--- config.mk ---
export PLATFORM = sky130hd
export DESIGN_NAME = term_loopback_switch_matrix_flat
export DESIGN_NICKNAME = d
export VERILOG_FILES = /design/src/rtl/term_loopback_switch_matrix_if.sv /design/src/rtl/term_loopback_switch_matrix.sv /design/src/flat_wrapper.sv
export SDC_FILE = /design/constraint.sdc
export NUM_CORES = 1
export LEC_CHECK = 0
export ABC_CLOCK_PERIOD_IN_PS = 2100
export CORE_ASPECT_RATIO = 0.7
export CORE_MARGIN = 2
export CORE_UTILIZATION = 47
export DETAILED_ROUTE_END_ITERATION = 8
export DONT_BUFFER_PORTS = 1
export PLACE_DENSITY_LB_ADDON = 0.15
export REMOVE_ABC_BUFFERS = 1
export SLEW_MARGIN = 20
export SYNTH_ARGS = -nofsm -noshare
export SYNTH_HDL_FRONTEND = slang
export SYNTH_SLANG_ARGS = --single-unit
--- constraint.sdc ---
create_clock -name UserCLK -period 2.1 [get_ports UserCLK]
set_input_delay 0.105 -clock UserCLK [delete_from_list [all_inputs] [get_ports UserCLK]]
set_output_delay 0.105 -clock UserCLK [all_outputs]
set_load 0.05 [all_outputs]
--- src/rtl/term_loopback_switch_matrix_if.sv ---
// rtl/term_loopback_switch_matrix_if.sv - wire groups and serial config port of the terminal switch matrix
interface term_loopback_switch_matrix_if #(
  parameter int N1W = 4,
  parameter int N2W = 8,
  parameter int N4W = 16
);
  logic [N1W-1:0] S1END;
  logic [N2W-1:0] S2MID;
  logic [N2W-1:0] S2END;
  logic [N4W-1:0] S4END;
  logic [N1W-1:0] N1BEG;
  logic [N2W-1:0] N2BEG;
  logic [N2W-1:0] N2BEGb;
  logic [N4W-1:0] N4BEG;
  logic           Co0;
  logic           cfg_valid;
  logic           cfg_data;
  logic           cfg_last;
  logic           cfg_done;
  logic           cfg_err;

  modport master (
    output S1END, S2MID, S2END, S4END, cfg_valid, cfg_data, cfg_last,
    input  N1BEG, N2BEG, N2BEGb, N4BEG, Co0, cfg_done, cfg_err
  );

  modport slave (
    input  S1END, S2MID, S2END, S4END, cfg_valid, cfg_data, cfg_last,
    output N1BEG, N2BEG, N2BEGb, N4BEG, Co0, cfg_done, cfg_err
  );
endinterface

--- src/rtl/term_loopback_switch_matrix.sv ---
// rtl/term_loopback_switch_matrix.sv - fabric-edge loopback matrix with per-group modes and serial config
module term_loopback_switch_matrix #(
  parameter int N1W      = 4,
  parameter int N2W      = 8,
  parameter int N4W      = 16,
  parameter int CFG_BITS = 9
) (
  input logic                         UserCLK,
  input logic                         Rst,
  term_loopback_switch_matrix_if.slave bus
);

  if (CFG_BITS != 9) begin : g_bad_cfg_bits
    $error("CFG_BITS must be 9");
  end

  typedef enum logic [1:0] {
    MODE_REFLECT  = 2'b00,
    MODE_STRAIGHT = 2'b01,
    MODE_TIE_LOW  = 2'b10,
    MODE_REG_REFL = 2'b11
  } mode_e;

  logic [8:0]     shreg_q, shreg_d;
  logic [8:0]     active_q, active_d;
  logic [3:0]     count_q, count_d;
  logic           done_q, done_d;
  logic           err_q, err_d;
  logic [8:0]     shreg_next;

  logic [N1W-1:0] rev1, r1_q;
  logic [N2W-1:0] rev2m, r2m_q;
  logic [N2W-1:0] rev2e, r2e_q;
  logic [N4W-1:0] rev4, r4_q;

  mode_e          mode_g0, mode_g1, mode_g2, mode_g3;

  assign mode_g0 = mode_e'(active_q[8:7]);
  assign mode_g1 = mode_e'(active_q[6:5]);
  assign mode_g2 = mode_e'(active_q[4:3]);
  assign mode_g3 = mode_e'(active_q[2:1]);

  always_comb begin
    rev1  = '0;
    rev2m = '0;
    rev2e = '0;
    rev4  = '0;
    for (int i = 0; i < N1W; i++) rev1[i]  = bus.S1END[N1W-1-i];
    for (int i = 0; i < N2W; i++) rev2m[i] = bus.S2MID[N2W-1-i];
    for (int i = 0; i < N2W; i++) rev2e[i] = bus.S2END[N2W-1-i];
    for (int i = 0; i < N4W; i++) rev4[i]  = bus.S4END[N4W-1-i];
  end

  always_comb begin
    bus.N1BEG = '0;
    case (mode_g0)
      MODE_REFLECT:  bus.N1BEG = rev1;
      MODE_STRAIGHT: bus.N1BEG = bus.S1END;
      MODE_TIE_LOW:  bus.N1BEG = '0;
      default:       bus.N1BEG = r1_q;
    endcase
    bus.N2BEG = '0;
    case (mode_g1)
      MODE_REFLECT:  bus.N2BEG = rev2m;
      MODE_STRAIGHT: bus.N2BEG = bus.S2MID;
      MODE_TIE_LOW:  bus.N2BEG = '0;
      default:       bus.N2BEG = r2m_q;
    endcase
    bus.N2BEGb = '0;
    case (mode_g2)
      MODE_REFLECT:  bus.N2BEGb = rev2e;
      MODE_STRAIGHT: bus.N2BEGb = bus.S2END;
      MODE_TIE_LOW:  bus.N2BEGb = '0;
      default:       bus.N2BEGb = r2e_q;
    endcase
    bus.N4BEG = '0;
    case (mode_g3)
      MODE_REFLECT:  bus.N4BEG = rev4;
      MODE_STRAIGHT: bus.N4BEG = bus.S4END;
      MODE_TIE_LOW:  bus.N4BEG = '0;
      default:       bus.N4BEG = r4_q;
    endcase
  end

  assign bus.Co0      = active_q[0];
  assign bus.cfg_done = done_q;
  assign bus.cfg_err  = err_q;

  // The commit word includes the bit arriving with cfg_last, so compare against count 8.
  assign shreg_next = {shreg_q[7:0], bus.cfg_data};

  always_comb begin
    shreg_d  = shreg_q;
    active_d = active_q;
    count_d  = count_q;
    done_d   = 1'b0;
    err_d    = 1'b0;
    if (bus.cfg_valid) begin
      shreg_d = shreg_next;
      if (bus.cfg_last) begin
        count_d = 4'd0;
        if (count_q == 4'd8) begin
          active_d = shreg_next;
          done_d   = 1'b1;
        end else begin
          err_d = 1'b1;
        end
      end else if (count_q != 4'd10) begin
        count_d = count_q + 4'd1;
      end
    end
  end

  always_ff @(posedge UserCLK or posedge Rst) begin
    if (Rst) begin
      shreg_q  <= '0;
      active_q <= '0;
      count_q  <= '0;
      done_q   <= 1'b0;
      err_q    <= 1'b0;
      r1_q     <= '0;
      r2m_q    <= '0;
      r2e_q    <= '0;
      r4_q     <= '0;
    end else begin
      shreg_q  <= shreg_d;
      active_q <= active_d;
      count_q  <= count_d;
      done_q   <= done_d;
      err_q    <= err_d;
      r1_q     <= rev1;
      r2m_q    <= rev2m;
      r2e_q    <= rev2e;
      r4_q     <= rev4;
    end
  end

endmodule
--- src/flat_wrapper.sv ---
// flat-port wrapper written by rule: the top's interface ports become plain ports
module term_loopback_switch_matrix_flat 
#(
  parameter int N1W      = 4,
  parameter int N2W      = 8,
  parameter int N4W      = 16,
  parameter int CFG_BITS = 9
)
  (UserCLK, Rst, bus_S1END, bus_S2MID, bus_S2END, bus_S4END, bus_cfg_valid, bus_cfg_data, bus_cfg_last, bus_N1BEG, bus_N2BEG, bus_N2BEGb, bus_N4BEG, bus_Co0, bus_cfg_done, bus_cfg_err);
  term_loopback_switch_matrix_if #(.N1W(N1W), .N2W(N2W), .N4W(N4W)) bus_i ();
  input logic UserCLK;
  input logic Rst;
  input wire logic [$bits(bus_i.S1END)-1:0] bus_S1END;
  input wire logic [$bits(bus_i.S2MID)-1:0] bus_S2MID;
  input wire logic [$bits(bus_i.S2END)-1:0] bus_S2END;
  input wire logic [$bits(bus_i.S4END)-1:0] bus_S4END;
  input wire logic [$bits(bus_i.cfg_valid)-1:0] bus_cfg_valid;
  input wire logic [$bits(bus_i.cfg_data)-1:0] bus_cfg_data;
  input wire logic [$bits(bus_i.cfg_last)-1:0] bus_cfg_last;
  output wire logic [$bits(bus_i.N1BEG)-1:0] bus_N1BEG;
  output wire logic [$bits(bus_i.N2BEG)-1:0] bus_N2BEG;
  output wire logic [$bits(bus_i.N2BEGb)-1:0] bus_N2BEGb;
  output wire logic [$bits(bus_i.N4BEG)-1:0] bus_N4BEG;
  output wire logic [$bits(bus_i.Co0)-1:0] bus_Co0;
  output wire logic [$bits(bus_i.cfg_done)-1:0] bus_cfg_done;
  output wire logic [$bits(bus_i.cfg_err)-1:0] bus_cfg_err;
  assign bus_i.S1END = bus_S1END;
  assign bus_i.S2MID = bus_S2MID;
  assign bus_i.S2END = bus_S2END;
  assign bus_i.S4END = bus_S4END;
  assign bus_i.cfg_valid = bus_cfg_valid;
  assign bus_i.cfg_data = bus_cfg_data;
  assign bus_i.cfg_last = bus_cfg_last;
  assign bus_N1BEG = bus_i.N1BEG;
  assign bus_N2BEG = bus_i.N2BEG;
  assign bus_N2BEGb = bus_i.N2BEGb;
  assign bus_N4BEG = bus_i.N4BEG;
  assign bus_Co0 = bus_i.Co0;
  assign bus_cfg_done = bus_i.cfg_done;
  assign bus_cfg_err = bus_i.cfg_err;
  term_loopback_switch_matrix #(.N1W(N1W), .N2W(N2W), .N4W(N4W), .CFG_BITS(CFG_BITS)) u_core (.UserCLK(UserCLK), .Rst(Rst), .bus(bus_i));
endmodule
==> summary.md <==
| Metric | Value |
|---|---|
| Status | finished clean |
| Avg WL per Cell | 14.87 microns |
| Slew HR | 0.5799 |
| FMAX | approximately 580 MHz |
| HP Class | input pin to flip-flop |
| Non-filler cells, final | 395 |
| Tmin final | 1.738 ns |
| Routed Antenna Nets | 0 |
| Post-synth ARST share | 1.000 |
| Fin. Hold Viols | 0 |
| Max clock buf depth | 2 |
| Hold Slack | 0.02453 ns |
| Hold path start | bus_cfg_last |
| Clk slew on worst S/H paths | 0.06 ns |
| Cell area after synthesis | 0.002653 sq mm |
| Core Area | roughly 0.0053 sq mm |
| Via density | 5.078 |
| Syn Inst Count | 237 |
| Max cap viols | 0 |
| Unique masters post-synth | 25 |
| CTS tree | done |
| Sequential share of the synthesized area | 0.5566 |
| Post-route DRC violation count | 0 |
| LEAKAGE | 1.688 nW |
| Total Wirelength | 5875 microns |
| Final Util | 0.7083 |
| Tightest Pin Transition | 0.6292 ns |
| Worst Setup Start Kind | flip-flop |
| Fillcell total | 415 |
| Initial core utilization | 0.4967 |
| First-pass GRT wire length | 9673 microns |
| Root Driver | clkbuf_8 |
| Die Wd | 93.79 microns |
| CP arrival | ~1.6 ns |
| Synth Flop Type | dfrtp_1 |
| Via Count | 2006 |
| Final nets | ~360 |
| Post-DP HPWL | 3681 microns |
| Post-synth EDFFs | 0 |
| Worst endpoint required time | 2.00 ns |
| Final setup skew | just over 0.005 ns |
| CTS Buf Count | 9 |
| FF-to-FF Start | u_core.count_q[0]$_DFFE_PP0P_ |
| FF+latch area | 0.001476 sq mm |
| Multi-input logic area | 0.001089 sq mm |
| Crit path from | u_core.active_q[2]$_DFFE_PP0P_ |
| Mapped Avg Cell Area | 11.19 sq um |
| # diodes | 0 |
| CP Class | flip-flop to output pin |
| First-pass detailed-route iteration total | 4 |
| Clk_lat worst skew | around 0.32 ns |
| Critical path's largest stage delay | around 0.50 ns |
| Detailed router's first-iteration violation count | 71 |
| Max-slew violations | 0 |
| Placed Cells | 337 |
| Grt ovf | 0 |
| Power Dens Cells | 1610 mW/mm^2 |
| Htree depth | 3 |
| Tcrit/Tclk final | 0.8278 |
| Tot GR Track Use | 0.2052 |
| Reg2Reg Depth | 5 |
| Crit path max fanout | 16 |
| Crit path cell chain | and2_1 -> nand2_1 -> o21ai_0 -> buf_4 |
| Largest net degree at the start of global routing | 32 |
| WHS Path Cells | 3 |
| Rows | 22 |
| I/O pins | 80 |
| Total Neg Setup Slack | 0 ns |
| Final Setup Violations | 0 |
| Die footprint | between 0.006 and 0.007 sq mm |
| Clock sink count | 59 |
| Share of cells above drive strength 1 | 0.2229 |
| Die H | 66.86 microns |
| Yosys warns | 0 |
| RSZ-0062 raised after global routing | false |
| CTS resizes | 0 |
| VDD IR max | 1014 uV |
| Vias in the first global route | a little over 2000 |
| Initial antenna violation count | 0 |
| Slowest cell on crit path | and2_1 |
| Global placement routability congestion | 0.8091 |
| Setup crit end kind | output pin |
| Number of synthesized register bits | 59 |
| Area delta synth->final | 42.59% |
| Port-buffer cells | 0 |
==> cell families (layout without fill, tap and decap cells) <==
kind of cell | count (synthesis) | after routing | synth area share
simple gates | 69 | 69 | 0.1349
flops | 59 | 59 | 0.5566
compound gates | 48 | 48 | 0.09481
mux | 42 | 42 | 0.1665
buf+inv | 16 | 102 | 0.03301
fa+ha+maj | 3 | 3 | 0.01415
==> critical path, delay by kind of cell, from the launching register on <==
family                 cells  cell delay, ns
buffers and inverters      1            0.24
AOI/OAI and AO/OA          1            0.12
and+or+nand+nor            2            0.60
DFF                        1            0.34
==> repair_timing <==
item                      in CTS  in global routing
setup buffers                  0                  0
hold buffers                  42                  0
hold endpoints to repair      76                  0
==> layout make-up <==
cell class,instances,share of cell area
tap,72,0.02382
multi-input combinational,162,0.2878
timing repair buffer,82,0.2435
clock inverter,1,0.001323
sequential,59,0.3903
clock buffer,15,0.04929
inverter,4,0.003970
==> stage by stage <==
| step | total power (W) | worst slack, ns | instance area (sq um) |
|---|---|---|---|
| 6_report | 0.006091 | 0.3615 | 3782 |
| 5_1_grt | 0.006385 | 0.2078 | 3782 |
| 2_1_floorplan | 0.003703 | -0.03976 | 2580 |
| 3_5_place_dp | 0.005077 | 0.5969 | 3171 |
| 4_1_cts | 0.006130 | 0.3140 | 3782 |
| 3_3_place_gp | 0.005041 | 0.6459 | 3171 |
==> report_power, final <==
part	switching, W	internal, W
clock network	0.000405	0.000557
registers	0.000260	0.00131
logic	0.00216	0.00140
==> sequential cells by signal, summed over array words and instances, names as in the netlist <==
| name | count |
|---|---|
| u_core.shreg_q | 8 |
| u_core.count_q | 4 |
| u_core.bus.cfg_done | 1 |
| u_core.r4_q | 16 |
| u_core.r2m_q | 8 |
| u_core.r1_q | 4 |
| u_core.r2e_q | 8 |
| u_core.bus.cfg_err | 1 |
| u_core.active_q | 9 |
==> Yosys cell counts (6+ instances only) <==
library cell	n	area, sq um
nor2b_1	9	56.30
nand2_1	33	123.9
mux2_2	15	168.9
dfrtp_1	59	1476
nor2_1	6	22.52
and2_1	6	37.54
mux2i_1	25	250.2
o21ai_0	39	195.2
a31oi_1	6	37.54
nand2b_1	6	37.54
==> layout by cell type, fill, tap and decap left out, types with 2 or more instances in the layout <==
| cell type | n |
|---|---|
| dlygate4sd3_1 | 42 |
| o21ai_0 | 19 |
| mux2i_1 | 25 |
| mux2_2 | 15 |
| ha_1 | 3 |
| o21ai_1 | 21 |
| dfrtp_1 | 59 |
| nor2_1 | 6 |
| clkbuf_8 | 13 |
| a31oi_1 | 6 |
| buf_12 | 16 |
| clkbuf_1 | 2 |
| and2_0 | 2 |
| nand2_1 | 33 |
| nor2b_1 | 9 |
| nand2b_1 | 6 |
| buf_4 | 24 |
| nand3_1 | 4 |
| mux2_1 | 2 |
| inv_1 | 3 |
| and2_1 | 6 |
==> layer usage <==
metal,vias up,routed length (microns),global-route usage
met1,960,2803,0.2741
met3,10,402,0.06900
li1,978,-,-
met5,-,0,0
met4,0,75,0.07971
met2,58,2594,0.3107
==> path summary, 6_finish.rpt <==
check / slack (ns) / end
setup / recovery: 0.36 / bus_N4BEG[5]
hold / removal: 0.02 / u_core.count_q[2]$_DFFE_PP0P_
setup reg to reg: 0.60 / u_core.active_q[3]$_DFFE_PP0P_
hold reg to reg: 0.50 / u_core.active_q[8]$_DFFE_PP0P_
max in group asynchronous: 1.20 / u_core.r2e_q[3]$_DFF_PP0_
min in group asynchronous: 0.32 / u_core.r2m_q[4]$_DFF_PP0_
No activity file was read; power rests on OpenSTA's default activity.
